--- src/rtl/wb_ppfifo_to_mem.sv ---
// wb_ppfifo_to_mem
//   Wishbone write master that drains 32-bit words from a ping-pong FIFO read
//   port into two host-armed memory regions (slot 0 / slot 1), alternating
//   between them as each fills or is flushed.
//
// Ports
//   clk, rst                       : clock, asynchronous active-low reset
//   debug                          : {cyc, act, flush pending, active slot, state}
//   i_enable, i_flush              : start-permit level, early-close strobe
//   i_memory_N_base/size/ready     : slot configuration and arm strobe
//   o_memory_N_count/finished/empty: slot progress and status
//   o_default_mem_N_base           : parameter constants for the register file
//   o_write_finished               : one-cycle pulse when any slot completes
//   o_mem_*, i_mem_*               : Wishbone master (write only)
//   i_ppfifo_*, o_ppfifo_*         : ping-pong FIFO read side
module wb_ppfifo_to_mem #(
  parameter logic [31:0] DEFAULT_MEM_0_BASE = 32'h0000_0000,
  parameter logic [31:0] DEFAULT_MEM_1_BASE = 32'h0010_0000
) (
  input  logic        clk,
  input  logic        rst,
  output logic [31:0] debug,
  input  logic        i_enable,
  input  logic        i_flush,
  input  logic [31:0] i_memory_0_base,
  input  logic [31:0] i_memory_0_size,
  output logic [31:0] o_memory_0_count,
  input  logic        i_memory_0_ready,
  output logic        o_memory_0_finished,
  output logic        o_memory_0_empty,
  input  logic [31:0] i_memory_1_base,
  input  logic [31:0] i_memory_1_size,
  output logic [31:0] o_memory_1_count,
  input  logic        i_memory_1_ready,
  output logic        o_memory_1_finished,
  output logic        o_memory_1_empty,
  output logic [31:0] o_default_mem_0_base,
  output logic [31:0] o_default_mem_1_base,
  output logic        o_write_finished,
  output logic        o_mem_we,
  output logic        o_mem_stb,
  output logic        o_mem_cyc,
  output logic [3:0]  o_mem_sel,
  output logic [31:0] o_mem_adr,
  output logic [31:0] o_mem_dat,
  input  logic [31:0] i_mem_dat,
  input  logic        i_mem_ack,
  input  logic        i_mem_int,
  input  logic        i_ppfifo_rdy,
  output logic        o_ppfifo_act,
  input  logic [23:0] i_ppfifo_size,
  output logic        o_ppfifo_stb,
  input  logic [31:0] i_ppfifo_data
);

  typedef enum logic [1:0] {
    IDLE  = 2'd0,
    READ  = 2'd1,
    WRITE = 2'd2
  } state_t;

  state_t      state;
  logic        active;
  logic        flush_pending;
  logic [23:0] block_cnt;

  logic [31:0] base     [2];
  logic [31:0] size     [2];
  logic [31:0] count    [2];
  logic [1:0]  finished;
  logic [1:0]  empty;

  logic [1:0]  ready;
  logic [31:0] base_in  [2];
  logic [31:0] size_in  [2];
  logic        slot_ok;
  logic [31:0] count_inc;
  logic        unused_inputs;

  assign ready      = {i_memory_1_ready, i_memory_0_ready};
  assign base_in[0] = i_memory_0_base;
  assign base_in[1] = i_memory_1_base;
  assign size_in[0] = i_memory_0_size;
  assign size_in[1] = i_memory_1_size;

  // A slot can take words only while armed and not yet complete.
  assign slot_ok   = !empty[active] && !finished[active];
  assign count_inc = count[active] + 32'd1;

  assign o_memory_0_count     = count[0];
  assign o_memory_1_count     = count[1];
  assign o_memory_0_finished  = finished[0];
  assign o_memory_1_finished  = finished[1];
  assign o_memory_0_empty     = empty[0];
  assign o_memory_1_empty     = empty[1];
  assign o_default_mem_0_base = DEFAULT_MEM_0_BASE;
  assign o_default_mem_1_base = DEFAULT_MEM_1_BASE;
  assign o_mem_sel            = 4'hF;
  assign debug = {24'd0, o_mem_cyc, o_ppfifo_act, flush_pending, active, 2'b00, state};

  // Read data and interrupt from the slave are not needed by a write-only master.
  assign unused_inputs = ^{i_mem_dat, i_mem_int};

  // NOTE: sequential state uses non-blocking assignments only, so every read
  // in this block sees the pre-edge value regardless of statement order.
  always_ff @(posedge clk or negedge rst) begin
    if (!rst) begin
      state            <= IDLE;
      active           <= 1'b0;
      flush_pending    <= 1'b0;
      block_cnt        <= '0;
      o_ppfifo_act     <= 1'b0;
      o_ppfifo_stb     <= 1'b0;
      o_mem_cyc        <= 1'b0;
      o_mem_stb        <= 1'b0;
      o_mem_we         <= 1'b0;
      o_mem_adr        <= '0;
      o_mem_dat        <= '0;
      o_write_finished <= 1'b0;
      finished         <= '0;
      empty            <= '1;
      // NOTE: the two-entry slot tables are plain flops, not RAM, so they are
      // reset like any other register; empty/count must be defined from reset.
      for (int i = 0; i < 2; i++) begin
        base[i]  <= '0;
        size[i]  <= '0;
        count[i] <= '0;
      end
    end else begin
      o_ppfifo_stb     <= 1'b0;
      o_write_finished <= 1'b0;

      // Arming never collides with the FSM's updates: the FSM only touches the
      // active slot while it is armed and unfinished, when strobes are ignored.
      for (int i = 0; i < 2; i++) begin
        if (ready[i] && (empty[i] || finished[i]) && size_in[i] != 32'd0) begin
          base[i]     <= base_in[i];
          size[i]     <= size_in[i];
          count[i]    <= '0;
          empty[i]    <= 1'b0;
          finished[i] <= 1'b0;
        end
      end

      case (state)
        IDLE: begin
          if (flush_pending) begin
            if (!empty[active] && count[active] != 32'd0) begin
              finished[active] <= 1'b1;
              empty[active]    <= 1'b1;
              o_write_finished <= 1'b1;
              active           <= ~active;
            end
            flush_pending <= 1'b0;
          end else if (i_enable && i_ppfifo_rdy && slot_ok) begin
            o_ppfifo_act <= 1'b1;
            block_cnt    <= i_ppfifo_size;
            state        <= READ;
          end
        end

        READ: begin
          if (block_cnt == 24'd0) begin
            o_ppfifo_act <= 1'b0;
            state        <= IDLE;
          end else if (slot_ok) begin
            // Data is captured now; the pop strobe is seen by the FIFO during
            // the following cycle, so the next word is ready by the next READ.
            o_ppfifo_stb <= 1'b1;
            o_mem_dat    <= i_ppfifo_data;
            o_mem_adr    <= base[active] + count[active];
            block_cnt    <= block_cnt - 24'd1;
            o_mem_cyc    <= 1'b1;
            o_mem_stb    <= 1'b1;
            o_mem_we     <= 1'b1;
            state        <= WRITE;
          end
          // Otherwise hold act and wait for the active slot to be armed.
        end

        WRITE: begin
          if (i_mem_ack) begin
            o_mem_cyc     <= 1'b0;
            o_mem_stb     <= 1'b0;
            o_mem_we      <= 1'b0;
            count[active] <= count_inc;
            if (count_inc == size[active]) begin
              finished[active] <= 1'b1;
              empty[active]    <= 1'b1;
              o_write_finished <= 1'b1;
              active           <= ~active;
            end
            state <= READ;
          end
        end

        default: state <= IDLE;
      endcase

      // Placed last so a request arriving on the servicing cycle is kept.
      if (i_flush) flush_pending <= 1'b1;
    end
  end

endmodule

--- config.mk ---
export PLATFORM = sky130hd
export DESIGN_NAME = wb_ppfifo_to_mem
export DESIGN_NICKNAME = d
export VERILOG_FILES = /design/src/rtl/wb_ppfifo_to_mem.sv
export SDC_FILE = /design/constraint.sdc
export NUM_CORES = 1
export LEC_CHECK = 0
export BUFFER_PORTS_ARGS = -buffer_cell sky130_fd_sc_hd__buf_2
export CORE_MARGIN = 2
export CORE_UTILIZATION = 40
export CTS_CLUSTER_SIZE = 30
export DETAILED_ROUTE_END_ITERATION = 16
export MAX_ROUTING_LAYER = met4
export PLACE_DENSITY = 0.62
export RECOVER_POWER = 25
export SLEW_MARGIN = 20
export SYNTH_ARGS = -nofsm -noshare
export SYNTH_HDL_FRONTEND = slang
export SYNTH_SLANG_ARGS = --single-unit
--- constraint.sdc ---
create_clock -name clk -period 15.77 [get_ports clk]
set_clock_uncertainty 0.1 [all_clocks]
set_input_delay 2.3655 -clock clk [delete_from_list [all_inputs] [get_ports clk]]
set_output_delay 2.3655 -clock clk [all_outputs]
set_load 0.005 [all_outputs]
==> impl_summary.txt, run 1 <==
----------------------------------------------------
[Clock network]
  Level count of the clock H-tree ... 2
  Post-CTS sizing ... 0
  Number of clock buffers inserted by TritonCTS ... 36
  Worst-Skew Late Latency ... 0.55 ns
  Root Driver ... sky130_fd_sc_hd__clkbuf_16
  Post-CTS setup buffer count ... 0
  TritonCTS clock tree ... done
  Clk sink count ... 292
  Buffers from clock root to sink, at most ... 3
  Clock-pin slew on the worst setup and hold paths ... 0.06 ns
  Hold bufs inserted after CTS ... 0

[GRT]
  Overflow left after global routing ... 0
  Met3 Track Usage GR ... 3.80%
  Number of global-route vias before repair ... ~13000
  Pin count of the biggest net entering global routing ... 96
  Global routing usage summed across all routing layers ... 23.1%
  Global routing usage on met2 ... 33.7%
  Global-route wire length before repair ... 76.3 mm
  Number of antenna violations at the first check in global routing ... 1
  Most crowded layer after global routing ... met2
  Met1 track demand over resource ... 31.5%

[Synthesis]
  Most used flip-flop cell after synthesis ... sky130_fd_sc_hd__dfrtp_1
  Number of synthesis warnings ... 0
  Mapped Avg Cell Area ... 9.71 sq um
  Mapped Cells ... 1741
  Part of the Yosys area used for sequential elements ... a little over two fifths
  Commonest cells in the netlist ... sky130_fd_sc_hd__dfrtp_1, sky130_fd_sc_hd__nand2_1, sky130_fd_sc_hd__mux2_2, sky130_fd_sc_hd__o21ai_0, sky130_fd_sc_hd__buf_4
  Unique cell type count in the Yosys netlist ... 84
  Post-synth top area cell ... sky130_fd_sc_hd__dfrtp_1
  Cell Area, Synth ... 16900 sq um
  Ys async rst share ... 100%
  Synthesized flop and latch total ... approximately 290
  Post-synth EDFFs ... 0
  Cell types occupying the most area after synthesis ... sky130_fd_sc_hd__dfrtp_1, sky130_fd_sc_hd__mux2_2, sky130_fd_sc_hd__nand2_1
  Share of the synthesized area in the top cell type ... between 40% and 50%
  Cell with the most instances after synthesis ... sky130_fd_sc_hd__dfrtp_1

[Critical path]
  Max stage delay cell, worst path ... sky130_fd_sc_hd__clkbuf_1
  Worst setup path startpoint ... rst
  Cell family with the largest share of critical-path delay ... buffers and inverters
  Ordered list of cells on the worst path ... clkbuf_1 > buf_4
  Critical path peak fanout ... 95
  Worst Path Class, Setup ... in2async
  Worst Path Buf+Inv ... 2
  Critical path endpoint category ... async pin
  Critical path startpoint category ... input port
  Critical Path AT ... 7.36 ns
  Critical R2R Launch ... active
  Stage delay of the slowest cell on the critical path ... between 3 and 4 ns
  Required time of the critical path ... 16.21 ns

[Hold path]
  Type of the tightest min-delay check ... reg2reg
  Start point of the worst min-delay path ... o_mem_adr[0]

[Floorplanning]
  Initial cell density of the core ... 40.4%
  Placeable core region ... approximately 42000 sq um
  Io pins ... between 400 and 500
  Total number of placement rows ... 75
  Die Y ... between 200 and 250 um
  Horizontal die dimension ... 210 um
  Die footprint ... 43900 sq um

[Timing]
  Hold Violations, Final ... 0
  FMAX ... about 140 MHz
  Max-slew headroom ... -256%
  Post-route setup TNS ... 0 ns
  Min Tclk post-route ... 6.92 ns
  Final Max Slew Viols ... 96
  Fin crit share ... between 40 and 50%
  Number of setup violations in the final report ... 0
  RSZ-0062 raised after global routing ... false
  Worst slew pin tran ... 5.33 ns

[Placed design]
  Number of placed instances with taps included ... 2543
  Routability congestion estimate ... 0.914
  Placed cell area ... between 15000 and 20000 sq um
  Detailed placer's ending HPWL ... 37.0 mm
  Buffers on Ports ... 335

[Cells and area]
  Total Nets Final ... 2302
  Layout-stage area growth over the synthesis result ... 17.4%
  Final instance area ... ~20000 sq um
  Layout fillers ... 3991
  Final standard cell utilization of the core ... 47.4%
  Non-Filler Instances ... 2607
  Layout cells sized above 1 ... 27.3%

[Detailed routing]
  Total DRC errors in the routed layout ... 0
  Antenna Nets Post-Route ... 0
  Post-Route WL ... between 50 and 60 mm
  Violation count after the first detailed-route iteration ... 1002
  Number of search-and-repair iterations in the first detailed-routing pass ... 5
  Via count ... 14000
  Average detailed-routed wire length per instance ... 19.3 um
  Routed vias/inst ... 5.36

[Power]
  Total leakage power ... 9.57 nW
  Tot Pwr ... around 3.5 mW
  Pwr dens ... 174 nW/um^2
  VDD IR max ... 0.104 mV

[Run status]
  Run status ... complete, but fails checks
  Violated checks ... capacitance limit, slew limit

[Run]
  Number of max-capacitance violations reported ... 1

----------------------------------------------------
report_power, final:
| group | internal [mW] | switching [mW] |
|---|---|---|
| Combinational | 0.604 | 0.719 |
| Sequential | 1.04 | 0.192 |
| Clock | 0.577 | 0.327 |
| Total | 2.22 | 1.24 |
per-layer routing:
layer  routed length (um)  up-vias
met3                 3580      122
met4                 2210        0
li1                     -     6585
met1                22400     6683
met5                    0        -
met2                22200      572
sequential cells by signal, summed over array words and instances (netlist names):
name              flops
active                1
base                 64
block_cnt            24
empty                 2
finished              2
flush_pending         1
o_mem_adr            32
o_mem_cyc             1
o_mem_dat            32
o_memory_0_count     32
o_memory_1_count     32
o_ppfifo_act          1
o_ppfifo_stb          1
o_write_finished      1
size                 64
state                 2
stage by stage:
| step | setup slack (ns) | hold slack, ns |
|---|---|---|
| 2_1_floorplan | 10.26 | 0.364 |
| 3_3_place_gp | 10.28 | 0.354 |
| 3_5_place_dp | 10.16 | 0.356 |
| 4_1_cts | 10.39 | 0.370 |
| 5_1_grt | 7.78 | 0.397 |
| 6_report | 8.85 | 0.369 |
placed cells by master (no fill, tap or decap), drive strengths merged, types with 10 or more instances in the layout:
master	count
mux2	170
nor4	27
xnor2	53
a21o	13
o31ai	34
a22oi	10
nand2	264
nor3	29
xor2	33
nand3	52
buf	314
and3	11
a21oi	59
conb	94
nor2	71
clkbuf	89
o21ai	163
nand2b	10
inv	38
mux2i	46
ha	34
nand4	18
dfrtp	290
kinds of logic (layout without fill, tap and decap cells):
| logic type | Yosys count | count (layout) | share of synthesized area [%] |
|---|---|---|---|
| multiplexers | 216 | 216 | 14.0 |
| flip-flops | 292 | 292 | 43.2 |
| AO/OA/AOI/OAI | 350 | 350 | 12.7 |
| adder cells (fa/ha/maj) | 35 | 35 | 2.63 |
| XOR/XNOR | 87 | 87 | 4.59 |
| other | 2 | 95 | 0.0444 |
| buffers and inverters | 218 | 452 | 7.52 |
| AND/OR/NAND/NOR | 541 | 541 | 15.2 |
worst reg2reg max path, stage by stage (launching register included):
cell and delay (ns):
sky130_fd_sc_hd__dfrtp_4 0.63, sky130_fd_sc_hd__buf_4 0.57, sky130_fd_sc_hd__buf_4 0.55, sky130_fd_sc_hd__nand3_1 0.22, sky130_fd_sc_hd__a22oi_1 0.70, sky130_fd_sc_hd__nand2_1 0.16
sky130_fd_sc_hd__or3_4 0.38, sky130_fd_sc_hd__a2111o_1 0.38, sky130_fd_sc_hd__nor4_1 0.41, sky130_fd_sc_hd__nand4_1 0.22, sky130_fd_sc_hd__a2111oi_4 0.62, sky130_fd_sc_hd__o21ai_2 0.17
sky130_fd_sc_hd__o31a_1 0.13
cell type report:
| type | count | area [sq um] | area share [%] |
|---|---|---|---|
| Antenna cell | 1 | 2.50 | 0.0126 |
| Clock buffer | 52 | 1050 | 5.30 |
| Clock inverter | 11 | 234 | 1.18 |
| Inverter | 38 | 143 | 0.718 |
| Multi-Input combinational cell | 1323 | 8690 | 43.8 |
| Sequential cell | 292 | 7310 | 36.8 |
| Tap cell | 539 | 674 | 3.40 |
| Timing Repair Buffer | 351 | 1750 | 8.81 |
path summary, 6_finish.rpt:
| path | slack, ns | cells past startpoint | endpoint |
|---|---|---|---|
| setup / recovery | 8.85 | 2 | o_memory_0_count[3] |
| hold / removal | 0.37 | 2 | o_mem_adr[0] |
| setup reg to reg | 10.42 | 12 | active |
| hold reg to reg | 0.37 | 2 | o_mem_adr[0] |
| max in group clk | 10.42 | 12 | active |
| min in group asynchronous | 3.66 | 1 | o_mem_dat[6] |
No activity file was read; power rests on OpenSTA's default activity.
==> inputs of run 2 (changes only) <==
--- a/config.mk
+++ b/config.mk
@@ -11,7 +11,7 @@
 export CTS_CLUSTER_SIZE = 30
 export DETAILED_ROUTE_END_ITERATION = 16
 export MAX_ROUTING_LAYER = met4
-export PLACE_DENSITY = 0.62
+export PLACE_DENSITY = 0.64
 export RECOVER_POWER = 25
 export SLEW_MARGIN = 20
 export SYNTH_ARGS = -nofsm -noshare
==> constraint.sdc (replaced) <==
create_clock -name clk -period 5.8 [get_ports clk]
set_clock_uncertainty 0.1 [all_clocks]
set_input_delay 0.87 -clock clk [delete_from_list [all_inputs] [get_ports clk]]
set_output_delay 0.87 -clock clk [all_outputs]
set_load 0.005 [all_outputs]
==> impl_summary.txt, run 2 (same netlist as run 1, synthesis figures left out) <==
----------------------------------------------------
[Run status]
  Run status ... complete, but fails checks
  Violated checks ... capacitance limit, slew limit

[Detailed routing]
  Average detailed-routed wire length per instance ... 19.6 um
  Via count ... 14100
  Antenna Nets Post-Route ... 0
  Total DRC errors in the routed layout ... 0
  Routed vias/inst ... 5.39
  Violation count after the first detailed-route iteration ... 1217
  Number of search-and-repair iterations in the first detailed-routing pass ... 6
  Post-Route WL ... 51.1 mm

[Clock network]
  Level count of the clock H-tree ... 2
  TritonCTS clock tree ... done
  Number of clock buffers inserted by TritonCTS ... 36
  Clk sink count ... 292
  Post-CTS setup buffer count ... 0
  Worst-Skew Late Latency ... 0.55 ns
  Hold bufs inserted after CTS ... 0
  Clock-pin slew on the worst setup and hold paths ... 0.05 ns
  Buffers from clock root to sink, at most ... 3
  Root Driver ... sky130_fd_sc_hd__clkbuf_16
  Post-CTS sizing ... 0

[Critical path]
  Worst reg2reg path depth ... 13
  Critical Path AT ... 5.10 ns
  Required time of the critical path ... 6.11 ns
  Worst setup path startpoint ... active
  Critical path endpoint category ... register
  Endpoint of the most critical register-to-register path ... o_mem_adr[29]
  Worst Path Class, Setup ... reg2reg
  Slack of the worst reg-to-reg path ... 1.01 ns
  Critical R2R Launch ... active
  Critical path startpoint category ... register
  Critical path peak fanout ... 46

[Timing]
  FMAX ... 209 MHz
  Max-slew headroom ... -43.0%
  Final Worst Setup Slack ... 1.01 ns
  Post-route setup TNS ... 0 ns
  RSZ-0062 raised after global routing ... false
  Final Max Slew Viols ... 37
  Fin crit share ... around 83%
  Worst Hold Margin ... 0.366 ns
  Min Tclk post-route ... 4.79 ns
  Number of setup violations in the final report ... 0
  Worst slew pin tran ... 2.14 ns
  Hold Violations, Final ... 0

[GRT]
  Number of antenna violations at the first check in global routing ... 1
  Global-route wire length before repair ... 78.4 mm
  Overflow left after global routing ... 0
  Pin count of the biggest net entering global routing ... 136
  Global routing usage summed across all routing layers ... roughly a quarter
  Number of global-route vias before repair ... 13600

[Placed design]
  Number of placed instances with taps included ... 2548
  Detailed placer's ending HPWL ... 37.9 mm
  Dpl ws ... between 1 and 1.5 ns
  Buffers on Ports ... 335
  Routability congestion estimate ... ~0.9

[Power]
  Switching share of power ... around 37%
  Switching power of the nets ... 3.38 mW
  Pwr dens ... 463 nW/um^2
  Clock network fraction of total power ... approximately a quarter
  Combinational group share of total power ... 39.7%
  Pint ... around 5.8 mW
  VDD IR max ... 0.220 mV
  Total leakage power ... between 9 and 10 nW
  Portion of total power attributed to sequential cells ... 36.8%

[Cells and area]
  Leading cell type in the layout, fill and taps excluded ... sky130_fd_sc_hd__buf_2
  Biggest regs ... base x64, size x64
  Layout-stage area growth over the synthesis result ... 17.1%
  Total Nets Final ... 2308
  Commonest non-fill, non-tap cells in the layout ... sky130_fd_sc_hd__buf_2, sky130_fd_sc_hd__dfrtp_1, sky130_fd_sc_hd__nand2_1, sky130_fd_sc_hd__mux2_2, sky130_fd_sc_hd__o21ai_0
  Layout cells sized above 1 ... between 20 and 30%
  Non-Filler Instances ... 2609

[Run]
  Number of max-capacitance violations reported ... 1

[Hold path]
  Hold path endpoint ... o_mem_dat[5]
  Worst hold path depth ... 2
  Type of the tightest min-delay check ... reg2reg
  Start point of the worst min-delay path ... o_mem_dat[5]

[Floorplanning]
  Placeable core region ... 41900 sq um
  Io pins ... 463
  Horizontal die dimension ... 210 um
  Die Y ... between 200 and 250 um
  Die footprint ... 43900 sq um
  Initial cell density of the core ... 40.4%
  Total number of placement rows ... 75

----------------------------------------------------
-- run 2: stage by stage --
step           cell area [sq um]  util (%)  power [mW]
5_1_grt                    19800      47.3        9.83
6_report                   19800      47.3        9.17
2_1_floorplan              17300         -        5.93
4_1_cts                    19800      47.3        9.26
3_5_place_dp               18700      44.6        7.07
3_3_place_gp               18700      44.6        6.92
-- run 2: routing by layer --
layer  routed length [um]  share of wire (%)  vias to the layer above  GRT usage (%)
met5                    0                  0                        -              -
met4                 2010                3.9                        0           10.1
met3                 3500                6.9                      111           3.97
met2                22800                 45                      561           35.0
met1                22800                 45                     6794           32.3
li1                     -                  -                     6599              -
-- run 2: how the worst max path moves through the flow --
stage	to	slack (ns)	cells after the start
3_5_place_dp	o_mem_adr[29]	1.04	13
6_report	o_mem_adr[29]	1.01	13
5_1_grt	o_mem_adr[29]	0.68	13
4_1_cts	o_mem_adr[29]	1.02	13
3_3_place_gp	o_mem_adr[29]	1.15	13
2_1_floorplan	active	0.29	22
-- run 2: power by group through the flow --
stage	combinational [mW]	sequential, mW	clock [mW]
after floorplan	2.70	3.23	0
after global placement	3.57	3.35	0
after detailed placement	3.66	3.41	0
after CTS	3.67	3.37	2.22
after global routing	4.05	3.48	2.30
final	3.64	3.38	2.15
-- run 2: final cells by class --
class / instances / area [sq um]
fillers: 4081 / 22000
well taps: 539 / 674
flip-flops and latches: 292 / 7310
multi-input cells: 1323 / 8700
repair buffers: 357 / 1870
clock buffers: 51 / 1030
diodes: 1 / 2.50
inverters: 38 / 143
clock inverters: 8 / 76.3
-- run 2: worst max-delay path, stage by stage (launching register included) --
cell and delay [ns]:
sky130_fd_sc_hd__dfrtp_4 0.83, sky130_fd_sc_hd__buf_4 0.44, sky130_fd_sc_hd__mux2i_1 0.49, sky130_fd_sc_hd__inv_1 0.28, sky130_fd_sc_hd__ha_1 0.42, sky130_fd_sc_hd__and3_1 0.25
sky130_fd_sc_hd__a31oi_1 0.22, sky130_fd_sc_hd__o211ai_1 0.17, sky130_fd_sc_hd__a31o_2 0.28, sky130_fd_sc_hd__a211o_1 0.31, sky130_fd_sc_hd__a211oi_1 0.43, sky130_fd_sc_hd__a21oi_1 0.17
sky130_fd_sc_hd__xnor2_1 0.19, sky130_fd_sc_hd__o21ai_0 0.09
